===== src/rtl/psum_decode_acc.sv =====
// rtl/psum_decode_acc.sv - decode compressed psum codes and accumulate ACC_LEN of them per result
module psum_decode_acc #(
    parameter int ACC_LEN = 3,
    parameter int ACC_W   = 20
) (
    input  logic             clk,
    input  logic             rst,
    input  logic             en,
    input  logic             clear,
    input  logic             in_valid,
    input  logic [7:0]       in_code,
    output logic             in_ready,
    output logic             out_valid,
    input  logic             out_ready,
    output logic [ACC_W-1:0] out_data,
    output logic             out_sat,
    output logic             out_err
);

    typedef enum logic {S_ACC, S_DONE} state_t;

    state_t           state;
    state_t           state_nxt;
    logic [ACC_W-1:0] acc;
    logic [7:0]       cnt;
    logic             part_sat;
    logic             part_err;

    logic [13:0]      dec_val;
    logic             dec_err;
    logic [ACC_W:0]   sum_full;
    logic             sum_ovf;
    logic [ACC_W-1:0] sum_sat;
    logic             accept;
    logic             last_term;

    // Piecewise code decode to the 14-bit mid-bin value; illegal codes map to full scale
    always_comb begin
        dec_val = '0;
        dec_err = 1'b0;
        if (in_code < 8'd64) begin
            dec_val = {6'd0, in_code};
        end else if (in_code < 8'd190) begin
            dec_val = (({6'd0, in_code} - 14'd62) << 5) + 14'd16;
        end else if (in_code < 8'd222) begin
            dec_val = (({6'd0, in_code} - 14'd158) << 7) + 14'd64;
        end else begin
            dec_val = 14'h3FFF;
            dec_err = 1'b1;
        end
    end

    // Saturating add of the decoded term onto the running sum
    always_comb begin
        sum_full = {1'b0, acc} + {{(ACC_W + 1 - 14){1'b0}}, dec_val};
        sum_ovf  = sum_full[ACC_W];
        sum_sat  = sum_ovf ? {ACC_W{1'b1}} : sum_full[ACC_W-1:0];
    end

    // Handshake decode; a waiting result only frees the input when it is being retired
    always_comb begin
        in_ready  = !rst && en && !clear && (state == S_ACC || out_ready);
        accept    = in_valid && in_ready;
        last_term = (cnt == 8'(ACC_LEN - 1));
        out_valid = (state == S_DONE);
    end

    // State register
    always_ff @(posedge clk or posedge rst) begin
        if (rst) begin
            state <= S_ACC;
        end else begin
            state <= state_nxt;
        end
    end

    // Next state: finish a sum into DONE, leave DONE on retire unless a new result completes
    always_comb begin
        state_nxt = state;
        if (en) begin
            case (state)
                S_ACC: begin
                    if (accept && last_term) begin
                        state_nxt = S_DONE;
                    end
                end
                S_DONE: begin
                    if (out_ready) begin
                        state_nxt = (accept && last_term) ? S_DONE : S_ACC;
                    end
                end
                default: state_nxt = S_ACC;
            endcase
        end
    end

    // Accumulator, term counter, partial flags and the held result
    always_ff @(posedge clk or posedge rst) begin
        if (rst) begin
            acc      <= '0;
            cnt      <= '0;
            part_sat <= 1'b0;
            part_err <= 1'b0;
            out_data <= '0;
            out_sat  <= 1'b0;
            out_err  <= 1'b0;
        end else if (en) begin
            if (clear) begin
                acc      <= '0;
                cnt      <= '0;
                part_sat <= 1'b0;
                part_err <= 1'b0;
            end else if (accept) begin
                if (last_term) begin
                    out_data <= sum_sat;
                    out_sat  <= part_sat | sum_ovf;
                    out_err  <= part_err | dec_err;
                    acc      <= '0;
                    cnt      <= '0;
                    part_sat <= 1'b0;
                    part_err <= 1'b0;
                end else begin
                    acc      <= sum_sat;
                    cnt      <= cnt + 8'd1;
                    part_sat <= part_sat | sum_ovf;
                    part_err <= part_err | dec_err;
                end
            end
        end
    end

endmodule


===== config.mk =====
export PLATFORM = sky130hd
export DESIGN_NAME = psum_decode_acc
export DESIGN_NICKNAME = d
export VERILOG_FILES = /design/src/rtl/psum_decode_acc.sv
export SDC_FILE = /design/constraint.sdc
export NUM_CORES = 1
export LEC_CHECK = 0
export ABC_AREA = 0
export CAP_MARGIN = 20
export CELL_PAD_IN_SITES_DETAIL_PLACEMENT = 0
export CELL_PAD_IN_SITES_GLOBAL_PLACEMENT = 1
export CORE_MARGIN = 2
export CORE_UTILIZATION = 25
export DETAILED_ROUTE_END_ITERATION = 10
export HOLD_SLACK_MARGIN = 0.06
export PLACE_DENSITY_LB_ADDON = 0.1
export SLEW_MARGIN = 20
export SYNTH_ARGS = -nofsm -noshare
export SYNTH_HDL_FRONTEND = slang
export SYNTH_SLANG_ARGS = --single-unit
export TNS_END_PERCENT = 5

===== constraint.sdc =====
create_clock -name clk -period 4 [get_ports clk]
set_input_delay 0.8 -clock clk [delete_from_list [all_inputs] [get_ports clk]]
set_output_delay 0.8 -clock clk [all_outputs]
set_load 0.02 [all_outputs]

**Yosys cells after proc, flatten, opt, wreduce, memory -nomap -nowiden**

Index checks and enable logic that the tools add are counted.

- Register bits after elaboration: 53
- Output and inout bits: 24
- Word-level logic and storage cells: 55

- $add $sub $neg: 6
- $lt $le $gt $ge: 3
- Equal/unequal tests: 1
- Mux-type cells: 22
- Bitwise logic cells: 4
- Reductions and logical operators: 11

Operators by type and width:

| kind | count |
|---|---|
| two-way mux 20 bit | 4 |
| two-way mux 14 bit | 3 |
| two-way mux 8 bit | 3 |
| adder 20 x 14 -> 21 bit | 1 |
| less-than comparator 8 bit, second input constant | 2 |
| adder 14 x 5 -> 14 bit, second input constant | 1 |
| adder 14 x 7 -> 14 bit, second input constant | 1 |
| two-way mux 1 bit | 11 |
| subtractor 8 x 6 -> 9 bit, second input constant | 1 |
| adder 8 x 1 -> 8 bit, second input constant | 1 |
| equality test 8 x 2 -> 1 bit, second input constant | 1 |
| less-than comparator 8 x 7 -> 1 bit, second input constant | 1 |
| subtractor 7 x 5 -> 7 bit, second input constant | 1 |
| logical AND 1 bit | 5 |
| AND reduction 4 bit | 1 |
| logical NOT 1 bit | 2 |
| inverter 1 bit | 2 |
| OR 1 bit | 2 |
| case mux 1 bit (2 select lines) | 1 |
| AND reduction 2 bit | 1 |
| nonzero test 2 bit | 1 |
| logical OR 1 bit | 1 |

**Depth between registers and ports, before layout**

- Depth in word-level cells: 10
- Gate-level depth with buffers: 19

**Worst setup path before layout**

No wires, ideal clock.

- Path type: input to register
- From: in in_code[1]
- To: reg acc[15]
- Arrival: 3.609 ns
- Data required time: 3.927 ns
- Path slack: 0.318 ns
- Stages: 17
- Cell sequence: and3_1 buf_2 and2_0 nor2_1 nor2_1 a21o_1 ha_1 inv_1 fa_1 nand2b_1 a21oi_2 a2111oi_4 o21ba_4 nand2b_4 buf_6 a31o_1 a21oi_2

- Word-level cells in the longest chain between the ends: 10
- Elaborated cells on any way between the ends: 15
- Classes of those cells: 5 x add/sub; 3 x order compare; 7 x mux

RTL lines:

| item | RTL line | text |
|---|---|---|
| start: declaration | 11 | `input logic [7:0] in_code,` |
| subtractor 7 x 5 -> 7 bit | 46 | `dec_val = (({6'd0, in_code} - 14'd158) << 7) + 14'd64;` |
| adder 14 x 7 -> 14 bit | 46 |  |
| two-way mux 14 bit | 45 | `end else if (in_code < 8'd222) begin` |
| two-way mux 14 bit | 43 | `end else if (in_code < 8'd190) begin` |
| two-way mux 14 bit * | 41 | `if (in_code < 8'd64) begin` |
| adder 20 x 14 -> 21 bit * | 55 | `sum_full = {1'b0, acc} + {{(ACC_W + 1 - 14){1'b0}}, dec_val};` |
| two-way mux 20 bit * | 57 | `sum_sat = sum_ovf ? {ACC_W{1'b1}} : sum_full[ACC_W-1:0];` |
| two-way mux 20 bit * | 114 | `if (last_term) begin` |
| two-way mux 20 bit * | 113 | `end else if (accept) begin` |
| two-way mux 20 bit * | 108 | `if (clear) begin` |
| end signal: assignment | 123 | `acc <= sum_sat;` |
| end: declaration | 24 | `logic [ACC_W-1:0] acc;` |

Every way passes the cells marked *; elsewhere a longest branch is shown, timed or not. The select of a mux whose other input is x is not followed.
A chain may end at the register's enable or synchronous reset.

**Worst setup path after layout**

- From: in in_code[1]
- To: reg out_data[14]

- Word-level cells in the longest chain between the ends: 7
- Elaborated cells on any way between the ends: 12
- Classes of those cells: 5 x add/sub; 3 x order compare; 4 x mux

RTL lines:

| item | RTL line | text |
|---|---|---|
| subtractor 7 x 5 -> 7 bit | 46 |  |
| adder 14 x 7 -> 14 bit | 46 |  |
| two-way mux 14 bit | 45 |  |
| two-way mux 14 bit | 43 |  |
| two-way mux 14 bit * | 41 |  |
| adder 20 x 14 -> 21 bit * | 55 |  |
| two-way mux 20 bit * | 57 |  |
| end signal: assignment | 115 | `out_data <= sum_sat;` |
| end: declaration | 15 | `output logic [ACC_W-1:0] out_data,` |

Every way passes the cells marked *; elsewhere a longest branch is shown, timed or not.

==> summary.txt <==
Outcome - complete, no violations
Cell variety after synth - 64
Vias - 3,219
Longest Clk Path Bufs - 2
Num CTS Buffers - 5
Ys flop type - dfrtp_1
Clock Sinks - 53
Synthesis warning total - 0
Clock tree root driver cell - clkbuf_16
Area after DPL - 0.004453 sq mm
Final Hold Fails - 0
TritonCTS clock tree - done
Vias in the first global route - 3,157
DR WL/cell - 15.26 um
Layout cell share with drive strength beyond 1 - 20.12%
Nets - 524
Hpwl dp - 7747 um
EDFF count, synth - 0
Core Rows - 43
Max_cap viols - 0
# setup viols final - 0
Global-route wire length before repair - 16,820 um
Setup_tns - 0 ns
Avg Inst Size Synth - 8.595 sq um
Core Region - 0.01377 sq mm
First-pass DRT Iterations - 4
Capturing element type of the critical path - flip-flop
Clock Latency Late Sink - 0.30 ns
Post-Synthesis Cells - 407
Drt drc - 0
Die area - 0.01496 sq mm
Post-Route WL - 10,260 um
Setup CP Type - input pin to flip-flop
Sequential share of the synthesized area - 37.91%
Clock skew - 0.007592 ns
Worst Path Max Fanout - 5
Max-slew headroom - 52.36%
GRT Total Usage - 14.42%
Synth area leader - dfrtp_1
Post-CTS Hold Buffers - 0
Initial Util - 25.40%
Mapped Area - 0.003498 sq mm
Most frequent cell after synthesis - nand2_1
Asr flop ratio synth - 100.0%
Initial antenna violation count - 0
Gpl congestion - 0.7967
Flops & latches, synth - 53
CP Data Arrival Time - 3.95 ns
Top cells by count, synth - 58 x nand2_1, 53 x dfrtp_1, 37 x nor2_1, 30 x a21oi_1, 26 x o21ai_0
VDD IR max - 0.2292 mV
Top area cells in the synthesized netlist - dfrtp_1 38%, ha_1 6.4%, nand2_1 6.2%, a21oi_1 4.3%, nor2_1 4.0%
Final worst path period need - 3.791 ns
Die width - 122.3 um
Mapped Nets - 440
Vert. Die Dim - 122.3 um
Detailed Route Iter0 Violations - 163
Post-DRT Antenna Nets - 0
Least-Margin Pin Slew - 0.7137 ns
Top-area cell type share of the netlist area - 37.91%
Final period util - 94.76%
Unrepaired setup endpoints after global routing - yes
Largest net degree at the start of global routing - 54
Fmax - 263.8 MHz
Antenna diodes - 0
Layout area overhead - 33.37%
Port buffer count - 37
Worst EP required - 4.16 ns
Slew Limit Fails - 0
HP Class - flip-flop to flip-flop
Grt ovf - 0
Clk slew on worst S/H paths - 0.07 ns
Pwr/cell area - 543.9 mW/mm^2
Leakage - 2.077 nW
I/O pins - 38
Vias/cell - 4.790
Final instance area - 0.004666 sq mm
Startpoint Class - input pin
Htree depth - 2
[state kept, by name, indices dropped and copies added (netlist names)]
signal and count:
out_valid 1, part_err 1, cnt 8, out_data 20
out_err 1, out_sat 1, part_sat 1, acc 20
[per-stage QoR]
step	setup slack, ns	total power, W	hold slack [ns]	cells	utilization (%)
2_1_floorplan	0.3180	0.001443	0.4563	407	-
3_3_place_gp	-0.2216	0.001979	0.4703	664	32.33
3_5_place_dp	-0.2640	0.001974	0.4783	664	32.33
4_1_cts	0.04323	0.002558	0.4951	672	33.71
5_1_grt	-0.04567	0.002720	0.5283	672	33.88
6_report	0.2095	0.002538	0.4841	672	33.88
[layout by cell type (no fill, tap or decap), types with 5 or more instances in the layout]
cell	synthesis	final
inv_1	10	9
o21ai_0	26	26
a31oi_1	6	6
nand4_1	5	5
nand2b_1	5	5
nor2_1	37	34
clkbuf_16	0	5
buf_4	3	59
a21o_1	8	8
nand3_1	8	8
nor2_2	7	10
ha_1	18	18
clkdlybuf4s50_1	0	37
nand2_1	58	58
a21oi_2	4	5
o21ai_1	24	23
and2_1	4	5
dfrtp_1	53	53
nor3_1	8	8
and3_1	6	6
xnor2_1	6	6
a21oi_1	30	29
o31ai_1	7	7
[layer usage]
layer	global-route usage [%]	up-vias	share of wire, %
met5	0	-	0
met4	4.598	0	1.8
met3	2.277	12	4.1
met2	22.05	53	44
met1	20.81	1524	50
li1	-	1630	-
[timing repair]
| item | CTS | global route |
|---|---|---|
| buffers inserted | 0 | 0 |
| gates resized for setup | 0 | 8 |
| endpoints found under the setup margin | 0 | 37 |
[cells by family after synthesis]
kind of cell               Yosys count  synth area share (%)
and+or+nand+nor                    155                 21.71
xor gates and xnor gates            10                 2.503
muxes                                2                0.5723
adders and majority gates           20                 7.296
buffers and inverters               31                 4.614
DFF                                 53                 37.91
AOI/OAI and AO/OA                  136                 25.39
[where the power goes]
group          switching (W)  total (W)  internal (W)
clock               0.000216   0.000574      0.000358
sequential         0.0000982   0.000767      0.000669
combinational       0.000625    0.00120      0.000572
total               0.000939    0.00254       0.00160
[worst paths after layout]
path                                 to  cells past startpoint          from  slack [ns]
max                        out_data[14]                     16    in_code[1]        0.21
min                        out_data[18]                      2  out_data[18]        0.48
max reg2reg                     out_err                      7        cnt[0]        1.48
min reg2reg                out_data[18]                      2  out_data[18]        0.48
max in group asynchronous   out_data[5]                      3           rst        2.48
min in group asynchronous  out_data[18]                      3           rst        1.04
[area by class of cell]
type	instances	area, sq um
Timing Repair Buffer	98	853.3
Fill cell	1468	9107
Tap cell	180	225.2
Multi-Input combinational cell	323	2033
Clock inverter	3	65.06
Sequential cell	53	1326
Clock buffer	5	125.1
Inverter	10	37.54
[worst max-delay path, stage by stage]
cell and delay [ns]:
clkdlybuf4s50_1 0.44, buf_4 0.17, ha_1 0.23, nand3_1 0.11, nand2b_1 0.07, maj3_1 0.35
o21ai_0 0.08, a21oi_1 0.07, ha_1 0.33, a21o_1 0.20, a31o_1 0.19, a221oi_2 0.28
o21ai_2 0.11, a311oi_2 0.29, nand2b_1 0.16, a31oi_1 0.08
Power figures use the tool's default switching activity.
